## config.mk

```make
export PLATFORM = sky130hd
export DESIGN_NAME = cia_timer_bank
export DESIGN_NICKNAME = d
export VERILOG_FILES = /design/src/rtl/cia_timer_bank.sv
export SDC_FILE = /design/constraint.sdc
export NUM_CORES = 1
export LEC_CHECK = 0
export ABC_CLOCK_PERIOD_IN_PS = 4120
export CAP_MARGIN = 10
export CORE_ASPECT_RATIO = 1.5
export CORE_MARGIN = 2
export CORE_UTILIZATION = 59
export DETAILED_ROUTE_END_ITERATION = 6
export PLACE_DENSITY = 0.84
export SLEW_MARGIN = 20
export SYNTH_ARGS = -nofsm -noshare
export SYNTH_HDL_FRONTEND = slang
export SYNTH_SLANG_ARGS = --single-unit
```

## constraint.sdc

```tcl
create_clock -name clk -period 4.12 [get_ports clk]
set_input_delay 0.824 -clock clk [delete_from_list [all_inputs] [get_ports clk]]
set_output_delay 0.824 -clock clk [all_outputs]
set_load 0.02 [all_outputs]
```

## src/rtl/cia_timer_bank.sv

```systemverilog
// Bank of N_CH cascadable WIDTH-bit down-counters with byte-wide latch/control access.
// All counting is qualified by the phi2_dn tick strobe; underflows ripple to the next channel in the same tick.
module cia_timer_bank #(
    parameter int N_CH  = 2,
    parameter int WIDTH = 16,
    localparam int NB   = WIDTH / 8,
    localparam int CH_W = (N_CH > 1) ? $clog2(N_CH) : 1,
    localparam int RS_W = $clog2(NB + 1)
) (
    input  logic                    clk,
    input  logic                    res,
    input  logic                    phi2_dn,
    input  logic                    we,
    input  logic [CH_W-1:0]         ch_sel,
    input  logic [RS_W-1:0]         reg_sel,
    input  logic [7:0]              data,
    input  logic                    cnt_up,
    input  logic                    cnt,
    output logic [N_CH*WIDTH-1:0]   count,
    output logic [N_CH*8-1:0]       ctrl,
    output logic [N_CH-1:0]         t_int,
    output logic [N_CH-1:0]         pb,
    output logic [N_CH-1:0]         pb_oe
);

    // Stored control bits: LOAD (bit 4) is a strobe and bit 7 is reserved.
    localparam logic [7:0] CTRL_MASK = 8'h6F;

    logic [WIDTH-1:0] count_q [N_CH];
    logic [WIDTH-1:0] count_d [N_CH];
    logic [WIDTH-1:0] latch_q [N_CH];
    logic [WIDTH-1:0] latch_d [N_CH];
    logic [7:0]       ctrl_q  [N_CH];
    logic [7:0]       ctrl_d  [N_CH];

    logic [N_CH-1:0] pend_q, pend_d;
    logic [N_CH-1:0] tog_q, tog_d;
    logic [N_CH-1:0] pulse_q, pulse_d;
    logic [N_CH-1:0] t_int_q, t_int_d;
    logic [N_CH-1:0] pb_q, pb_d;

    logic [N_CH-1:0] evt;
    logic [N_CH-1:0] uf;
    logic            prev_uf;
    logic            src;
    logic            wr_ch;

    always_comb begin
        evt     = '0;
        uf      = '0;
        prev_uf = 1'b0;
        src     = 1'b0;
        wr_ch   = 1'b0;
        count_d = count_q;
        latch_d = latch_q;
        ctrl_d  = ctrl_q;
        pend_d  = pend_q;
        tog_d   = tog_q;
        pulse_d = pulse_q;
        t_int_d = '0;
        pb_d    = '0;
        for (int i = 0; i < N_CH; i++) begin
            // prev_uf carries channel i-1's underflow of this tick; it is 0 for channel 0.
            case (ctrl_q[i][6:5])
                2'b00:   src = 1'b1;
                2'b01:   src = cnt_up;
                2'b10:   src = prev_uf;
                default: src = prev_uf & cnt;
            endcase
            evt[i]  = phi2_dn & ctrl_q[i][0] & src;
            uf[i]   = evt[i] & ~pend_q[i] & (count_q[i] == '0);
            prev_uf = uf[i];
            t_int_d[i] = uf[i];

            if (phi2_dn) begin
                pulse_d[i] = uf[i];
                if (pend_q[i]) begin
                    count_d[i] = latch_q[i];
                    pend_d[i]  = 1'b0;
                end else if (uf[i]) begin
                    count_d[i] = latch_q[i];
                    tog_d[i]   = ~tog_q[i];
                    if (ctrl_q[i][3]) begin
                        ctrl_d[i][0] = 1'b0;
                    end
                end else if (evt[i]) begin
                    count_d[i] = count_q[i] - WIDTH'(1);
                end
            end

            // Register writes land after the tick so each written field overrides the tick result.
            wr_ch = we && (ch_sel == CH_W'(i));
            if (wr_ch) begin
                if (reg_sel == RS_W'(NB)) begin
                    ctrl_d[i] = data & CTRL_MASK;
                    if (data[4]) begin
                        pend_d[i] = 1'b1;
                    end
                    if (!ctrl_q[i][0] && data[0]) begin
                        tog_d[i] = 1'b1;
                    end
                end else begin
                    for (int b = 0; b < NB; b++) begin
                        if (reg_sel == RS_W'(b)) begin
                            latch_d[i][b*8 +: 8] = data;
                            if (b == NB - 1 && !ctrl_q[i][0]) begin
                                count_d[i] = latch_d[i];
                            end
                        end
                    end
                end
            end

            pb_d[i] = ctrl_d[i][1] & (ctrl_d[i][2] ? tog_d[i] : pulse_d[i]);
        end
    end

    always_ff @(posedge clk) begin
        if (res) begin
            count_q <= '{default: '1};
            latch_q <= '{default: '1};
            ctrl_q  <= '{default: '0};
            pend_q  <= '0;
            tog_q   <= '0;
            pulse_q <= '0;
            t_int_q <= '0;
            pb_q    <= '0;
        end else begin
            count_q <= count_d;
            latch_q <= latch_d;
            ctrl_q  <= ctrl_d;
            pend_q  <= pend_d;
            tog_q   <= tog_d;
            pulse_q <= pulse_d;
            t_int_q <= t_int_d;
            pb_q    <= pb_d;
        end
    end

    for (genvar gi = 0; gi < N_CH; gi++) begin : g_out
        assign count[gi*WIDTH +: WIDTH] = count_q[gi];
        assign ctrl[gi*8 +: 8]          = ctrl_q[gi];
        assign t_int[gi]                = t_int_q[gi];
        assign pb[gi]                   = pb_q[gi];
        assign pb_oe[gi]                = ctrl_q[gi][1];
    end

endmodule

```

# --- Word level (Yosys, flattened, before mapping) ---
# Cells that the tools add are included.
classes:
  n_reduce_logical: 17
  n_eq_ne: 5
  add_sub_neg: 2
  bitwise: 17
  n_mux: 56
op_table:
  columns: ["op", "count"]
  rows:
  - ["16-bit two-way mux", 16]
  - ["16-bit zero test", 2]
  - ["1-bit two-way mux", 32]
  - ["16-bit by 1-bit subtractor with 16-bit output, second input constant", 2]
  - ["8-bit two-way mux", 2]
  - ["3-bit two-way mux", 4]
  - ["1-bit AND", 11]
  - ["2-bit AND reduction", 4]
  - ["2-bit by 1-bit == test with 1-bit output, second input constant", 3]
  - ["2-bit zero test", 3]
  - ["1-bit inverter", 6]
  - ["3-bit AND reduction", 2]
  - ["2-bit == test, second input constant", 2]
  - ["1-bit logical AND", 4]
  - ["1-bit one-hot mux with 3 select lines", 1]
  - ["1-bit zero test", 2]
  - ["1-bit one-hot mux with 2 select lines", 1]
word_totals:
  out_inout_bits: 54
  wordCells: 112
  ff_bits: 86
  inputBits: 17

# --- Logic depth before layout (Yosys ltp) ---
# Gate-level depths: netlist of run 1.
depth:
  ltp_word: 18
  depth_mapped: 10
  depth_no_buf: 8

# --- Worst setup path after synthesis of run 1 ---
# No wires, ideal clock.
synth_timing:
  kind: "input to register"
  from: "in phi2_dn"
  to: "reg pb_q[1], in the netlist pb[1]"
  path_stages: 9
  t_required_ns: 3.998
  setup_time_ns: 0.122
  arrival_ns: 2.837
  path_buffers: 3
  path_slack_ns: 1.161
  path_cell_list: "buf_4 > nand3b_2 > o31a_1 > a211o_1 > buf_6 > or4_4 > buf_6 > xnor2_2 > o311a_1"
synth_between:
  elab_chain_cells: 17
  elab_cells_between_ends: 19
  cone_classes: "9 x mux; 10 x bitwise"
synth_rtl:
  columns: ["item", "line_no", "source"]
  rows:
  - ["from (decl)", "12", "input logic phi2_dn,"]
  - ["1-bit AND (2 in a row)", "70", "evt[i] = phi2_dn & ctrl_q[i][0] & src;"]
  - ["1-bit AND (2 in a row)", "71", "uf[i] = evt[i] & ~pend_q[i] & (count_q[i] == '0);"]
  - ["1-bit AND", "68", "default: src = prev_uf & cnt;"]
  - ["1-bit one-hot mux with 3 select lines", "64", "case (ctrl_q[i][6:5])"]
  - ["1-bit AND", "70", null]
  - ["1-bit AND (2 in a row)", "71", null]
  - ["1-bit two-way mux", "80", "end else if (uf[i]) begin"]
  - ["1-bit two-way mux", "77", "if (pend_q[i]) begin"]
  - ["1-bit two-way mux", "75", "if (phi2_dn) begin"]
  - ["1-bit two-way mux", "99", "if (!ctrl_q[i][0] && data[0]) begin"]
  - ["1-bit two-way mux", "94", "if (reg_sel == RS_W'(NB)) begin"]
  - ["1-bit two-way mux", "93", "if (wr_ch) begin"]
  - ["1-bit two-way mux (*)", "114", "pb_d[i] = ctrl_d[i][1] & (ctrl_d[i][2] ? tog_d[i] : pulse_d[i]);"]
  - ["1-bit AND (*)", "114", null]
  - ["to (signal assigned)", "136", "pb_q <= pb_d;"]
  - ["to (decl)", "40", "logic [N_CH-1:0] pb_q, pb_d;"]
# Mark *: on every way between the ends. The rest lies on a longest branch, timed or not.
# A chain may end at the register's enable or synchronous reset.

# --- Worst setup path after layout of run 1 ---
# Ends and elaborated chain as after synthesis.

==> flow_summary.json, run 1 <==
{
  "outcome": "completed",
  "slew_headroom_pct": 25.27,
  "post_dp_cell_area_um2": 5649,
  "drive_above_1_share_pct": 8.715,
  "dp_hpwl_um": 10680,
  "fp.dieW_um": 79.01,
  "place_inst": 768,
  "core-area_um2": 8310,
  "required_ns": 4.35,
  "fin_cells": 784,
  "grt_pass1_vias": 4862,
  "io_buffers": 66,
  "clkSinkCount": 86,
  "rsz0062_at_grt": "no",
  "synth_cell_type_count": 76,
  "synth.yosys.warnings": 0,
  "gp_congestion": 0.9475,
  "initial_core_util_pct": 59.92,
  "ys.flop_type": "dfxtp_1",
  "drv_slew": 0,
  "finalSetupViolations": 0,
  "drc": 0,
  "wl_per_cell_um": 19.82,
  "diodes": 0,
  "die_area_um2": 9206,
  "grt_max_degree": 59,
  "synth_edf_count": 0,
  "insertion_delay_ns": 0.35,
  "cts_root_buffer": "clkbuf_16",
  "antenna_left": 0,
  "grt_pass1_wl_um": 24520,
  "antenna_found_initial": 0,
  "fin_setup_tns_ns": 0,
  "grt_overflow": 0,
  "pin_count": 71,
  "leakage_nw": 2.307,
  "postCtsHoldBufs": 0,
  "htree_levels": 3,
  "syn2layout_area_growth_pct": 19.95,
  "post_cts.repair.setup_buffers": 0,
  "drt-initial-drc-count": 504,
  "ir_drop_uv": 352.5,
  "clockBufferDepth": 2,
  "end_kind": "flip-flop",
  "fmax_ghz": 0.3163,
  "num_vias": 5165,
  "min_from": "latch_q[0]",
  "totalPowerFinal_mw": 2.002,
  "r2r_slack_ns": 0.99,
  "critical_path.max_fanout": 20,
  "worstMarginPinSlew_ns": 1.121,
  "postCtsResizedCells": 0,
  "syn_area_um2": 4980,
  "reg2reg_from": "count[16]",
  "rows": 41,
  "final_cell_area_um2": 5973,
  "synthCells": 631,
  "cap_violations": 0,
  "fillers": 688,
  "wirelength_um": 15540,
  "hold_violations": 0,
  "ys_async_sr_fraction_pct": 0,
  "fin_skew_ns": 0.003275,
  "hold_class": "flip-flop to flip-flop",
  "grt.total_usage_pct": 34.28,
  "p_per_area_nw_per_um2": 335.2,
  "critPathLaunch": "phi2_dn",
  "post-route-min-period_ns": 3.162,
  "tritoncts": "built",
  "avgSynthCellArea_um2": 7.892,
  "final_nets": 692,
  "fin_crit_sh_pct": 76.75,
  "clk_pin_slew_worst_paths_ns": 0.06,
  "cts_inserted_buffers": 9,
  "die_y_um": 116.5,
  "start_kind": "input port",
  "via_per_inst": 6.588,
  "seq_area_frac_synth_pct": 34.57,
  "arrival_ns": 3.40,
  "dr.pass1.iters": 6,
  "whs_ns": 0.4727,
  "yosys_register_bits": 86,
  "criticalPathCategory": "input port to flip-flop"
}
-- logic make-up (layout without fill, tap and decap cells) --
family / after synthesis / after routing / synth area share [%]
adder cells (fa/ha/maj): 3 / 3 / 0.7538
buffers and inverters: 69 / 112 / 6.181
AND/OR/NAND/NOR: 290 / 290 / 31.36
multiplexers: 16 / 16 / 3.291
flip-flops: 86 / 86 / 34.57
other: 1 / 4 / 0.07530
XOR/XNOR: 4 / 4 / 0.8545
AO/OA/AOI/OAI: 162 / 162 / 22.91
-- Yosys cell counts (5+ instances only) --
| cell type | instances | area share [%] |
|---|---|---|
| nand2_1 | 91 | 6.9 |
| dfxtp_1 | 86 | 35 |
| nor2_1 | 53 | 4.0 |
| clkbuf_1 | 43 | 3.2 |
| a21oi_1 | 38 | 3.8 |
| o21ai_0 | 31 | 3.1 |
| nand3b_1 | 24 | 3.6 |
| nor3_1 | 18 | 1.8 |
| inv_1 | 16 | 1.2 |
| a211o_1 | 15 | 2.6 |
| mux2i_1 | 13 | 2.6 |
| nand3_1 | 13 | 1.3 |
| nor2b_1 | 11 | 1.4 |
| a22oi_1 | 9 | 1.4 |
| a31oi_1 | 9 | 1.1 |
| and2_1 | 9 | 1.1 |
| nand4_1 | 9 | 1.1 |
| nor4_1 | 9 | 1.1 |
| nand2b_1 | 8 | 1.0 |
| a211oi_1 | 7 | 1.1 |
| a21o_1 | 7 | 1.1 |
| and3_1 | 7 | 0.88 |
| buf_4 | 7 | 1.1 |
| o311ai_0 | 6 | 1.1 |
| a32oi_1 | 5 | 0.88 |
| or2_2 | 5 | 0.63 |
-- critical path, stage by stage --
cell and delay, ns:
clkdlybuf4s50_1 0.53, buf_4 0.26, nand2_1 0.08, a21o_1 0.20, a211o_1 0.40, or4_4 0.65
xnor2_2 0.16, o311a_1 0.28
-- power breakdown --
group / switching, mW / internal, mW
clock network: 0.348 / 0.549
registers: 0.0301 / 0.856
logic: 0.132 / 0.0869
-- path summary, 6_finish.rpt --
check,end,depth (start not counted)
setup reg to reg,count[17],8
setup / recovery,pb[1],8
hold / removal,latch_q[0],2
hold reg to reg,latch_q[0],2
-- metrics by stage --
step	setup slack [ns]	utilization, %
5_1_grt	0.8204	71.88
6_report	0.9580	71.88
4_1_cts	0.9686	71.88
3_5_place_dp	0.6236	67.98
2_1_floorplan	1.161	-
3_3_place_gp	0.6486	67.98
-- layout by cell type, fill, tap and decap left out, types with 7 or more instances in the layout --
master           netlist  layout
nand2_1               91      91
dfxtp_1               86      86
clkdlybuf4s50_1        0      65
nor2_1                53      53
a21oi_1               38      38
o21ai_0               31      31
nand3b_1              24      24
nor3_1                18      18
inv_1                 16      16
a211o_1               15      15
buf_4                  7      14
mux2i_1               13      13
nand3_1               13      13
nor2b_1               11      11
and2_1                 9       9
nand4_1                9       9
a31oi_1                9       9
nor4_1                 9       9
a22oi_1                9       9
clkbuf_16              0       9
nand2b_1               8       8
a21o_1                 7       7
and3_1                 7       7
-- sequential cells by signal, summed over array words and instances, names as in the netlist --
signal	flops
tog_q	2
latch_q	32
ctrl	12
count	32
pb	2
pend_q	2
t_int	2
pulse_q	2
-- routing by layer --
metal | part of all wire, % | GRT usage [%]
met1 | 38 | 39.20
met2 | 49 | 59.55
met3 | 7.1 | 5.178
met4 | 6.0 | 21.49
met5 | 0 | 0
-- cell type report --
class                           instances  area (µm²)  area share [%]
Clock inverter                          5       81.33           1.362
Sequential cell                        86        1722           28.82
Inverter                               16       60.06           1.005
Multi-Input combinational cell        479        2973           49.77
Timing Repair Buffer                   80       760.7           12.74
Tap cell                              107       133.9           2.241
Clock buffer                           11       242.7           4.064
No activity file was read; power rests on OpenSTA's default activity.
==> run 2, diff against run 1 <==
ABC_CLOCK_PERIOD_IN_PS = 2750   (was 4120)
CORE_UTILIZATION = 50   (was 59)
PLACE_DENSITY = 0.76   (was 0.84)
clock period = 2.75 ns   (was 4.12 ns; I/O delays follow)
==> run 2 against run 1 <==
Against the previous run: sequential cell count did not move; clock-buffer cell count fell by 1; combinational power rose by 69%; clock skew rose by 0.0028 ns; wire length rose by 9.8%; power rose by 48%; sequential power rose by 49%; largest cell class unchanged; largest power group is now sequential cells; highest routed layer unchanged.
==> flow_summary.json, run 2 (same netlist as run 1, synthesis figures left out) <==
{
  "hold_class": "flip-flop to flip-flop",
  "p_switching_mw": 0.7849,
  "finalSetupViolations": 0,
  "wl_per_cell_um": 20.22,
  "grtUsageMet2_pct": 56.11,
  "seq_power_share_pct": 44.8,
  "fp.dieW_um": 85.49,
  "io_buffers": 66,
  "grt_pass1_wl_um": 26660,
  "slew_headroom_pct": 46.90,
  "insertion_delay_ns": 0.35,
  "fillers": 808,
  "required_ns": 2.98,
  "clkSinkCount": 86,
  "post-route-min-period_ns": 2.634,
  "syn2layout_area_growth_pct": 28.87,
  "outcome": "completed",
  "final_cell_mix": "91 x nand2_1, 86 x dfxtp_1, 65 x clkdlybuf4s50_1, 63 x buf_4, 53 x nor2_1",
  "min_path_cells": 2,
  "hold_violations": 0,
  "final_cell_area_um2": 6417,
  "clkPwrFrac_pct": 42.8,
  "grt_overflow": 0,
  "dr.pass1.iters": 5,
  "power.internal_mw": 2.172,
  "critical_path.max_fanout": 4,
  "use_met3_pct": 4.456,
  "drt-initial-drc-count": 291,
  "worstMarginPinSlew_ns": 0.7936,
  "via_per_inst": 6.378,
  "arrival_ns": 2.86,
  "p_per_area_nw_per_um2": 460.7,
  "pin_count": 71,
  "drc": 0,
  "postCtsHoldBufs": 0,
  "tritoncts": "built",
  "grt-busiest-layer": "met2",
  "criticalPathCategory": "flip-flop to flip-flop",
  "cap_violations": 0,
  "final_common_cell": "nand2_1",
  "dp_hpwl_um": 12120,
  "final_nets": 744,
  "p_sw_share_pct": 26.55,
  "start_kind": "flip-flop",
  "clockBufferDepth": 2,
  "leakage_nw": 2.557,
  "grt_pass1_vias": 5262,
  "antenna_left": 0,
  "worstRegToRegCells": 8,
  "power_frac_comb_pct": 12.4,
  "rows": 44,
  "diodes": 0,
  "die_y_um": 126.2,
  "post_dp_cell_area_um2": 6087,
  "num_vias": 5383,
  "drv_slew": 0,
  "grt.total_usage_pct": 31.26,
  "fin_skew_ns": 0.006028,
  "whs_ns": 0.4764,
  "clk_pin_slew_worst_paths_ns": 0.06,
  "wirelength_um": 17070,
  "cts_root_buffer": "clkbuf_16",
  "fin_crit_sh_pct": 95.77,
  "grt_use_met1_pct": 35.54,
  "htree_levels": 3,
  "ir_drop_uv": 401.2,
  "core-area_um2": 9689,
  "die_area_um2": 10790,
  "antenna_found_initial": 0,
  "gp_congestion": 0.9481,
  "grt_max_degree": 42,
  "fmax_ghz": 0.3797,
  "initial_core_util_pct": 51.39,
  "drive_above_1_share_pct": 15.36,
  "end_kind": "flip-flop",
  "cts_inserted_buffers": 9,
  "rsz0062_at_grt": "no"
}
## run 2: changes by cell type in the layout (fill, tap and decap cells not counted), sizes merged
cell	change
bufinv	-1
clkbuf	-1
clkinvlp	+2
buf	+52
## run 2: cell type report
type / instances / area, µm² / area share [%]
clock buffers: 10 / 239.0 / 3.724
repair buffers: 132 / 1189 / 18.52
well taps: 115 / 143.9 / 2.242
inverters: 16 / 60.06 / 0.9359
flip-flops and latches: 86 / 1722 / 26.83
multi-input cells: 479 / 2994 / 46.66
clock inverters: 6 / 70.07 / 1.092
## run 2: critical path, stage by stage, from the launching register on
cell and delay (ns):
dfxtp_1 0.35, inv_1 0.11, ha_1 0.20, nor4b_4 0.23, nand4_1 0.20, a211o_1 0.35, or4_4 0.60, xnor2_2 0.17
o311a_1 0.30
## run 2: path summary, 6_finish.rpt
path	from	endpoint	slack [ns]
hold reg to reg	latch_q[12]	latch_q[12]	0.48
setup / recovery	count[1]	pb[1]	0.12
hold / removal	latch_q[12]	latch_q[12]	0.48
setup reg to reg	count[1]	pb[1]	0.12
## run 2: timing repair
action	in CTS	in global routing
endpoints found under the setup margin	0	7
resized for setup	0	3
setup buffers	0	0
## run 2: metal layers
| layer | routed length (µm) | vias to the layer above | share of wire (%) |
|---|---|---|---|
| li1 | - | 2469 | - |
| met1 | 6369 | 2569 | 37 |
| met2 | 8884 | 286 | 52 |
| met3 | 1136 | 59 | 6.7 |
| met4 | 677 | 0 | 4.0 |
| met5 | 0 | - | 0 |
## run 2: power by group through the flow
stage          Clock (mW)  Sequential (mW)  Combinational (mW)
2_1_floorplan           0             1.36               0.185
6_report             1.26             1.32               0.368
3_3_place_gp            0             1.35               0.352
4_1_cts              1.28             1.32               0.360
5_1_grt              1.33             1.33               0.390
3_5_place_dp            0             1.35               0.358
## run 2: per-stage QoR
stage          TNS, ns  util (%)  worst slack, ns  std cells  total power [mW]
3_3_place_gp   -0.5869     62.82          -0.1651        828             1.702
4_1_cts              0     66.01          0.08360        844             2.960
3_5_place_dp   -0.9546     62.82          -0.1968        828             1.709
2_1_floorplan        0         -          0.06548        634             1.547
5_1_grt              0     66.23          0.01272        844             3.054
6_report             0     66.23           0.1162        844             2.957
